<file path="src/rtl/button_pkg.sv">
// Shared types and helpers for the front-panel button conditioner.
package button_pkg;

    typedef enum logic [1:0] {
        EDGE_RISE,
        EDGE_FALL,
        EDGE_BOTH
    } edge_mode_t;

    typedef enum logic [1:0] {
        RELEASED,
        HOLD_WAIT,
        REPEAT,
        HELD
    } rep_state_t;

    function automatic int max_int(input int a, input int b);
        return (a > b) ? a : b;
    endfunction

endpackage

</file>
<file path="src/rtl/btn_event_channel.sv">
// One button channel: synchronizer, stable-count debouncer, edge pulses and
// hold-to-auto-repeat generator. All outputs are registered.
//
// state     | meaning
// RELEASED  | button up, waiting for a debounced press
// HOLD_WAIT | pressed, counting down the initial repeat delay
// REPEAT    | pressed, emitting one pulse every repeat period
// HELD      | pressed with repeat disabled, silent until release
module btn_event_channel
    import button_pkg::*;
#(
    parameter int         SYNC_STAGES     = 2,
    parameter int         DEBOUNCE_CYCLES = 500000,
    parameter int         REPEAT_DELAY    = 50000000,
    parameter int         REPEAT_PERIOD   = 10000000,
    parameter edge_mode_t EDGE_MODE       = EDGE_RISE
) (
    input  logic clk,
    input  logic reset,
    input  logic in_signal,
    input  logic repeat_en,
    output logic level,
    output logic rise_pulse,
    output logic fall_pulse,
    output logic repeat_pulse,
    output logic event_pulse
);

    localparam int CNT_W = $clog2(DEBOUNCE_CYCLES + 1);
    localparam int TMR_W = $clog2(max_int(REPEAT_DELAY, REPEAT_PERIOD) + 1);
    localparam logic [CNT_W-1:0] CNT_LAST    = CNT_W'(DEBOUNCE_CYCLES - 1);
    localparam logic [TMR_W-1:0] DELAY_LOAD  = TMR_W'(REPEAT_DELAY - 1);
    localparam logic [TMR_W-1:0] PERIOD_LOAD = TMR_W'(REPEAT_PERIOD - 1);

    logic [SYNC_STAGES-1:0] sync_q;
    logic [CNT_W-1:0]       db_cnt;
    logic [TMR_W-1:0]       timer;
    rep_state_t             state;

    logic sync_out;
    logic accept;
    logic rise_evt;
    logic fall_evt;
    logic rep_fire;
    logic event_nxt;

    assign sync_out = sync_q[SYNC_STAGES-1];
    assign accept   = (sync_out != level) && (db_cnt == CNT_LAST);
    assign rise_evt = accept && sync_out;
    assign fall_evt = accept && !sync_out;

    // A release landing on the same edge as an expiring timer wins over the repeat.
    assign rep_fire = ((state == HOLD_WAIT) || (state == REPEAT)) && repeat_en
                      && (timer == '0) && !fall_evt;

    always_comb begin
        event_nxt = 1'b0;
        case (EDGE_MODE)
            EDGE_RISE: event_nxt = rise_evt | rep_fire;
            EDGE_FALL: event_nxt = fall_evt;
            default:   event_nxt = rise_evt | fall_evt | rep_fire;
        endcase
    end

    always_ff @(posedge clk or negedge reset) begin
        if (!reset) begin
            sync_q       <= '0;
            db_cnt       <= '0;
            level        <= 1'b0;
            timer        <= '0;
            state        <= RELEASED;
            rise_pulse   <= 1'b0;
            fall_pulse   <= 1'b0;
            repeat_pulse <= 1'b0;
            event_pulse  <= 1'b0;
        end else begin
            sync_q <= {sync_q[SYNC_STAGES-2:0], in_signal};

            if ((sync_out == level) || accept) begin
                db_cnt <= '0;
            end else begin
                db_cnt <= db_cnt + 1'b1;
            end
            if (accept) begin
                level <= sync_out;
            end

            rise_pulse   <= rise_evt;
            fall_pulse   <= fall_evt;
            repeat_pulse <= rep_fire;
            event_pulse  <= event_nxt;

            case (state)
                RELEASED: begin
                    if (rise_evt) begin
                        state <= HOLD_WAIT;
                        timer <= DELAY_LOAD;
                    end
                end
                HOLD_WAIT, REPEAT: begin
                    if (fall_evt) begin
                        state <= RELEASED;
                    end else if (!repeat_en) begin
                        state <= HELD;
                    end else if (timer == '0) begin
                        state <= REPEAT;
                        timer <= PERIOD_LOAD;
                    end else begin
                        timer <= timer - 1'b1;
                    end
                end
                HELD: begin
                    if (fall_evt) begin
                        state <= RELEASED;
                    end
                end
                default: state <= RELEASED;
            endcase
        end
    end

endmodule

</file>
<file path="src/rtl/button_event_detector.sv">
// Multi-channel front-panel button conditioner: N_CH independent copies of
// the debounce / edge / auto-repeat channel.
module button_event_detector
    import button_pkg::*;
#(
    parameter int         N_CH            = 4,
    parameter int         SYNC_STAGES     = 2,
    parameter int         DEBOUNCE_CYCLES = 500000,
    parameter int         REPEAT_DELAY    = 50000000,
    parameter int         REPEAT_PERIOD   = 10000000,
    parameter edge_mode_t EDGE_MODE       = EDGE_RISE
) (
    input  logic            clk,
    input  logic            reset,
    input  logic [N_CH-1:0] in_signal,
    input  logic [N_CH-1:0] repeat_en,
    output logic [N_CH-1:0] level,
    output logic [N_CH-1:0] rise_pulse,
    output logic [N_CH-1:0] fall_pulse,
    output logic [N_CH-1:0] repeat_pulse,
    output logic [N_CH-1:0] event_pulse
);

    for (genvar ch = 0; ch < N_CH; ch++) begin : g_ch
        btn_event_channel #(
            .SYNC_STAGES     (SYNC_STAGES),
            .DEBOUNCE_CYCLES (DEBOUNCE_CYCLES),
            .REPEAT_DELAY    (REPEAT_DELAY),
            .REPEAT_PERIOD   (REPEAT_PERIOD),
            .EDGE_MODE       (EDGE_MODE)
        ) u_chan (
            .clk          (clk),
            .reset        (reset),
            .in_signal    (in_signal[ch]),
            .repeat_en    (repeat_en[ch]),
            .level        (level[ch]),
            .rise_pulse   (rise_pulse[ch]),
            .fall_pulse   (fall_pulse[ch]),
            .repeat_pulse (repeat_pulse[ch]),
            .event_pulse  (event_pulse[ch])
        );
    end

endmodule
</file>
<file path="config.mk">
export PLATFORM = sky130hd
export DESIGN_NAME = button_event_detector
export DESIGN_NICKNAME = d
export VERILOG_FILES = /design/src/rtl/button_pkg.sv /design/src/rtl/btn_event_channel.sv /design/src/rtl/button_event_detector.sv
export SDC_FILE = /design/constraint.sdc
export NUM_CORES = 1
export LEC_CHECK = 0
export CAP_MARGIN = 20
export CELL_PAD_IN_SITES_DETAIL_PLACEMENT = 2
export CELL_PAD_IN_SITES_GLOBAL_PLACEMENT = 2
export CORE_UTILIZATION = 40
export DETAILED_ROUTE_END_ITERATION = 8
export PLACE_DENSITY_LB_ADDON = 0.1
export RECOVER_POWER = 100
export SKIP_CTS_REPAIR_TIMING = 1
export SLEW_MARGIN = 20
export SYNTH_ARGS = -nofsm -noshare
export SYNTH_HDL_FRONTEND = slang
export SYNTH_SLANG_ARGS = --single-unit
</file>
<file path="constraint.sdc">
create_clock -name clk -period 3 [get_ports clk]
set_input_delay 0.3 -clock clk [delete_from_list [all_inputs] [get_ports clk]]
set_output_delay 0.3 -clock clk [all_outputs]
set_load 0.02 [all_outputs]
</file>
### Word level (Yosys, flattened, before mapping)

Cells that the tools add are included.

| word-level totals | value |
|---|---|
| flip-flop bits (word level) | 216 |
| input bits | 10 |
| output and inout bits | 20 |
| logic and storage cells | 204 |

| cells by class | value |
|---|---|
| add/sub/neg operators | 8 |
| equal/unequal tests | 44 |
| mux-type cells | 48 |
| bitwise operators | 4 |
| reduce and logical (&&, ||, !) cells | 64 |

Operators with widths:

| operator | number |
|---|---|
| $mux W26 | 16 |
| $pmux W26 S2 | 4 |
| $logic_not A26 Y1 | 4 |
| $sub A26 B1 Y26 const B | 4 |
| $add A19 B1 Y19 const B | 4 |
| $eq A19 B19 Y1 const B | 4 |
| $mux W19 | 4 |
| $mux W2 | 20 |
| $logic_and A1 B1 Y1 | 24 |
| $pmux W2 S3 | 4 |
| $eq A2 B2 Y1 const B | 8 |
| $ne A2 B1 Y1 const B | 8 |
| $ne A2 B2 Y1 const B | 8 |
| $ne A4 B2 Y1 const B | 4 |
| $reduce_and A4 Y1 | 4 |
| $reduce_and A3 Y1 | 4 |
| $eq A2 B1 Y1 const B | 4 |
| $logic_not A1 Y1 | 8 |
| $logic_not A2 Y1 | 4 |
| $logic_or A1 B1 Y1 | 8 |
| $reduce_bool A2 Y1 | 4 |
| $reduce_or A2 Y1 | 4 |
| $eq A1 B1 Y1 | 4 |
| $ne A1 B1 Y1 | 4 |
| $or A1 B1 Y1 | 4 |

### Logic depth before layout (Yosys ltp)

| logic depth | value |
|---|---|
| depth in word-level cells | 6 |
| mapped depth | 9 |
| depth with buffers taken out | 8 |

### Modules after synthesis

Synthesis repeated with hierarchy kept, for this count alone.

| second synthesis, totals | value |
|---|---|
| cell total of the unflattened synthesis | 1,238 |
| area total of the unflattened synthesis | 11,472.3 um2 |

By module, submodules not included:

| module | instances | cells an instance | area each (um2) | sequential area each (um2) |
|---|---|---|---|---|
| btn_event_channel (g_ch[0].u_chan ...) | 3 | 309 | 2,855.2 | 1,351.3 |
| btn_event_channel (g_ch[3].u_chan) | 1 | 311 | 2,906.5 | 1,351.3 |

### Worst setup path after synthesis

Ideal clock, no wire load.

| timing path | value |
|---|---|
| path kind | flip-flop to flip-flop |
| start point | register g_ch[0].u_chan.timer[0] |
| end point | register g_ch[0].u_chan.timer[11] |
| library setup time | 0.122 ns |
| data arrival time | 2.370 ns |
| required time | 2.878 ns |
| setup slack | 0.508 ns |
| cell stages (with the launch flop) | 9 |
| path buffers | 0 |
| clock period less this slack | 2.492 ns |
| cells stage by stage | dfrtp_1 inv_1 ha_1 or3b_1 or3_1 or3_1 nand2_1 nor2_8 a32o_1 |

| on the way | value |
|---|---|
| cells in the longest elaborated chain, start to end | 5 |
| elaborated cells between the ends (all ways) | 6 |
| those cells by class | 1 x add/sub; 4 x mux; 1 x reduce/logical |

Ends and longest elaborated chain:

| item | RTL line | RTL |
|---|---|---|
| from (decl) | btn_event_channel.sv:37 | `logic [TMR_W-1:0] timer;` |
| from (signal assigned) | btn_event_channel.sv:109 | `timer <= timer - 1'b1;` |
| $sub A26 B1 Y26 / $logic_not A26 Y1 (equally long branches) | btn_event_channel.sv:109, btn_event_channel.sv:105 |  |
| $mux W26 * | btn_event_channel.sv:105 | `end else if (timer == '0) begin` |
| $mux W26 * | btn_event_channel.sv:103 | `end else if (!repeat_en) begin` |
| $mux W26 * | btn_event_channel.sv:101 | `if (fall_evt) begin` |
| $pmux W26 S2 * | btn_event_channel.sv:93 | `case (state)` |

Mark *: on every way between the ends. The rest lies on a longest branch, timed or not. The select of a mux whose other input is x is not followed.
A chain may end at the register's enable or synchronous reset.

### Worst setup path in the final report

| timing path | value |
|---|---|
| start point | register g_ch[3].u_chan.timer[10] |
| end point | register g_ch[3].u_chan.timer[13] |

| on the way | value |
|---|---|
| cells in the longest elaborated chain, start to end | 5 |
| elaborated cells between the ends (all ways) | 6 |
| those cells by class | 1 x add/sub; 4 x mux; 1 x reduce/logical |

Ends and longest elaborated chain:

| item | RTL line |
|---|---|
| from (decl) | btn_event_channel.sv:37 |
| from (signal assigned) | btn_event_channel.sv:109 |
| $sub A26 B1 Y26 / $logic_not A26 Y1 (equally long branches) | btn_event_channel.sv:109, btn_event_channel.sv:105 |
| $mux W26 * | btn_event_channel.sv:105 |
| $mux W26 * | btn_event_channel.sv:103 |
| $mux W26 * | btn_event_channel.sv:101 |
| $pmux W26 S2 * | btn_event_channel.sv:93 |

Marked as above.

==> reports/qor.csv <==
stage,metric,value,unit
routing,DR iter-0 viols,396,
timing,minimum clock period,2.89,ns
global_route,vias in the first global route,10900,
cts,CTS tree,done,
outcome,outcome,finished with violations,
final_layout,fillers,3140,
synth,Synth top area share,46.1,%
timing,Max Transition Viols Final,64,
pwr,Sw Share,32.9,%
setup_path,Worst Setup SP,g_ch[3].u_chan.timer[10],
floorplan,core area,28800,um2
final_layout,final core occ,46.1,%
timing,final worst slack,0.115,ns
synth,Yosys top cell by area,dfrtp_1,
global_route,initial antenna violation count,0,
cts,total CTS buffers,27,
timing,endpoints failing hold,0,
pwr,PD cells,640,nW/um2
pwr,share of total power in the clock network,38.2,%
final_layout,"commonest non-fill, non-tap cells in the layout","dfrtp_1 (216), nor2_1 (152), nand2_1 (81)",
flow_run,MaxCap Viol Count,1,
synth,Synth Net Count,1281,
synth,"Avg Cell Area, Syn",9.36,um2
floorplan,I/O pin cnt,30,
final_layout,# diodes,0,
synth,cell count after synthesis,1251,
synth,"top cells by area, synth","dfrtp_1 (46%), nor2_1 (4.9%), xor2_1 (2.8%), nand2_1 (2.5%), nand3_1 (2.4%)",
pwr,Net Sw Power,2.79,mW
timing,slew at the pin with the worst max-slew slack,1.69,ns
pwr,Tot Pwr,8.48,mW
synth,Unique masters post-synth,80,
pwr,Power Internal,5.70,mW
setup_path,crit-path max FO,9,
final_layout,design area,13300,um2
cts,worst skew pair latency,0.55,ns
routing,DRT Pass-1 Iters,4,
final_layout,Nets,1315,
floorplan,Die Span Y,173,um
timing,Setup TNS,0,ns
outcome,failing checks,"max-capacitance violations, max-slew violations",
routing,Final ANT Viol Nets,0,
synth,"Primary FF master, synth",dfrtp_1,
global_route,total track usage,22.2,%
floorplan,num rows,62,
floorplan,Initial Utilization,40.7,%
setup_path,Worst setup SP type,flop,
cts,root buffer cell,clkbuf_16,
routing,DR DRC count,0,
final_layout,layout cells sized above 1,8.52,%
placed_design,RD Place Congestion,0.769,
cts,H-Tree Depth,1,
cts,Clock transition at path regs,0.06,ns
final_layout,"leading cell type in the layout, fill and taps excluded",dfrtp_1,
placed_design,hpwl dp,21.7,mm
synth,#FFs+latches synth,216,
placed_design,pre-CTS WS,0.0732,ns
timing,Final Skew,0.0224,ns
pwr,maximum VDD drop,0.000458,V
worst_hold_path,Hold Path Class,input pin to flop,
synth,count of flip-flops with a built-in enable after synthesis,0,
final_layout,"Area growth, synth to finish",13.2,%
setup_path,Buf/Inv on CP,0,
routing,drt wl/cell,19.4,um
global_route,grt ovf,0,
timing,RSZ-0062 raised after global routing,no,
floorplan,Die Wd,173,um
routing,"wirelength, routed",32.7,mm
placed_design,Port Buffers,29,
setup_path,crit path max-delay cell type,nor4_2,
global_route,pin count of the biggest net entering global routing,64,
setup_path,"CP delay by family, top",simple AND/OR/NAND/NOR gates,
placed_design,Placed Area,12500,um2
timing,worst hold slack,0.308,ns
final_layout,Finished Layout Cells,1687,
setup_path,CP arrival,3.31,ns
pwr,combinational share of power,24.4,%
global_route,first-pass GRT wire length,56.0,mm
cts,clock buffer depth,3,
setup_path,ordered cell list for the critical path,or4_4 > or3_4 > nor4_2 > o21ai_0 > a22o_1,
synth,"FFs w/ async S/R, synth",100,%
placed_design,Post-Place Cells,1639,
cts,Sink Count,216,
timing,Fmax,347,MHz
routing,Vias,9794,
timing,Relative slew margins,-12.9,%
setup_path,required time worst endpoint,3.43,ns
worst_hold_path,hold path startpoint,in_signal[2],
timing,period utilization,96.2,%
floorplan,die area,30000,um2
routing,vias per inst,5.81,
timing,final setup fails,0,
pwr,Seq pwr share,37.4,%
setup_path,CP endpoint kind,flop,
synth,synth warn,0,
pwr,leakage power,5.69,nW
setup_path,Worst R2R Start,g_ch[3].u_chan.timer[10],
synth,"Seq/Total Area, Yosys",46.1,%
setup_path,"Worst Path Class, Setup",flop to flop,
setup_path,CP peak stage delay,0.82,ns
synth,Mapped Area,11700,um2
## cells by family after synthesis
kind of cell	Yosys count	share of synthesized area [%]
AOI/OAI and AO/OA	296	17.4
xor gates and xnor gates	69	5.16
adders and majority gates	20	2.14
muxes	3	0.256
DFF	216	46.1
buffers and inverters	110	4.43
and+or+nand+nor	537	24.4
## per-layer routing
metal | up-vias | GRT usage [%] | wire, um
li1 | 4634 | - | -
met1 | 5058 | 28.8 | 15100
met2 | 67 | 39.6 | 16400
met3 | 35 | 2.48 | 572
met4 | 0 | 5.53 | 611
met5 | - | 0 | 0
## worst register-to-register path: cells and delay by family (launching register included)
kind             cells  cell delay [ns]
AO/OA/AOI/OAI        2             0.49
flip-flops           1             0.45
AND/OR/NAND/NOR      3             1.83
## cell usage after synthesis, drive strengths merged (6+ instances only)
library cell	n
dfrtp	216
nor2	154
nand2	81
o21ai	78
nand3	57
a21oi	52
nor3	48
inv	45
xor2	38
clkbuf	37
a31oi	34
nor4	31
xnor2	31
buf	28
a22o	26
or3	26
and3	24
nand4	22
o31ai	22
ha	20
or2	18
nand2b	16
or4	15
and4	11
and2	10
a41oi	9
o22ai	8
a21o	7
o31a	7
o41ai	7
o311a	6
## power groups by stage
stage	registers, mW	logic, mW	clock network [mW]
after floorplan	3.19	1.46	0
after global placement	3.21	2.06	0
after detailed placement	3.22	2.14	0
after CTS	3.17	2.16	3.34
after global routing	3.20	2.27	3.43
final	3.18	2.07	3.24
## worst paths after layout
| path | endpoint | slack (ns) | cells after the start |
|---|---|---|---|
| max in group asynchronous | g_ch[2].u_chan.db_cnt[0] | 0.52 | 3 |
| hold / removal | g_ch[2].u_chan.sync_q[0] | 0.31 | 1 |
| hold reg to reg | g_ch[0].u_chan.sync_q[1] | 0.34 | 0 |
| setup / recovery | g_ch[3].u_chan.timer[13] | 0.11 | 5 |
| min in group asynchronous | g_ch[3].u_chan.timer[18] | 0.71 | 2 |
| setup reg to reg | g_ch[3].u_chan.timer[13] | 0.11 | 5 |
## state kept, by name, indices dropped and copies added, names as in the netlist
signal	cells
g_ch.u_chan.fall_pulse	4
g_ch.u_chan.level	4
g_ch.u_chan.rise_pulse	4
g_ch.u_chan.event_pulse	4
g_ch.u_chan.state	8
g_ch.u_chan.db_cnt	76
g_ch.u_chan.repeat_pulse	4
g_ch.u_chan.sync_q	8
g_ch.u_chan.timer	104
## area by class of cell
class	count	area, um2	area share, %
Timing Repair Buffer	70	566	4.27
Inverter	45	169	1.27
Sequential cell	216	5410	40.8
Clock buffer	42	822	6.20
Tap cell	384	480	3.62
Multi-Input combinational cell	925	5760	43.5
Clock inverter	5	53.8	0.406
No activity file was read; power rests on OpenSTA's default activity.
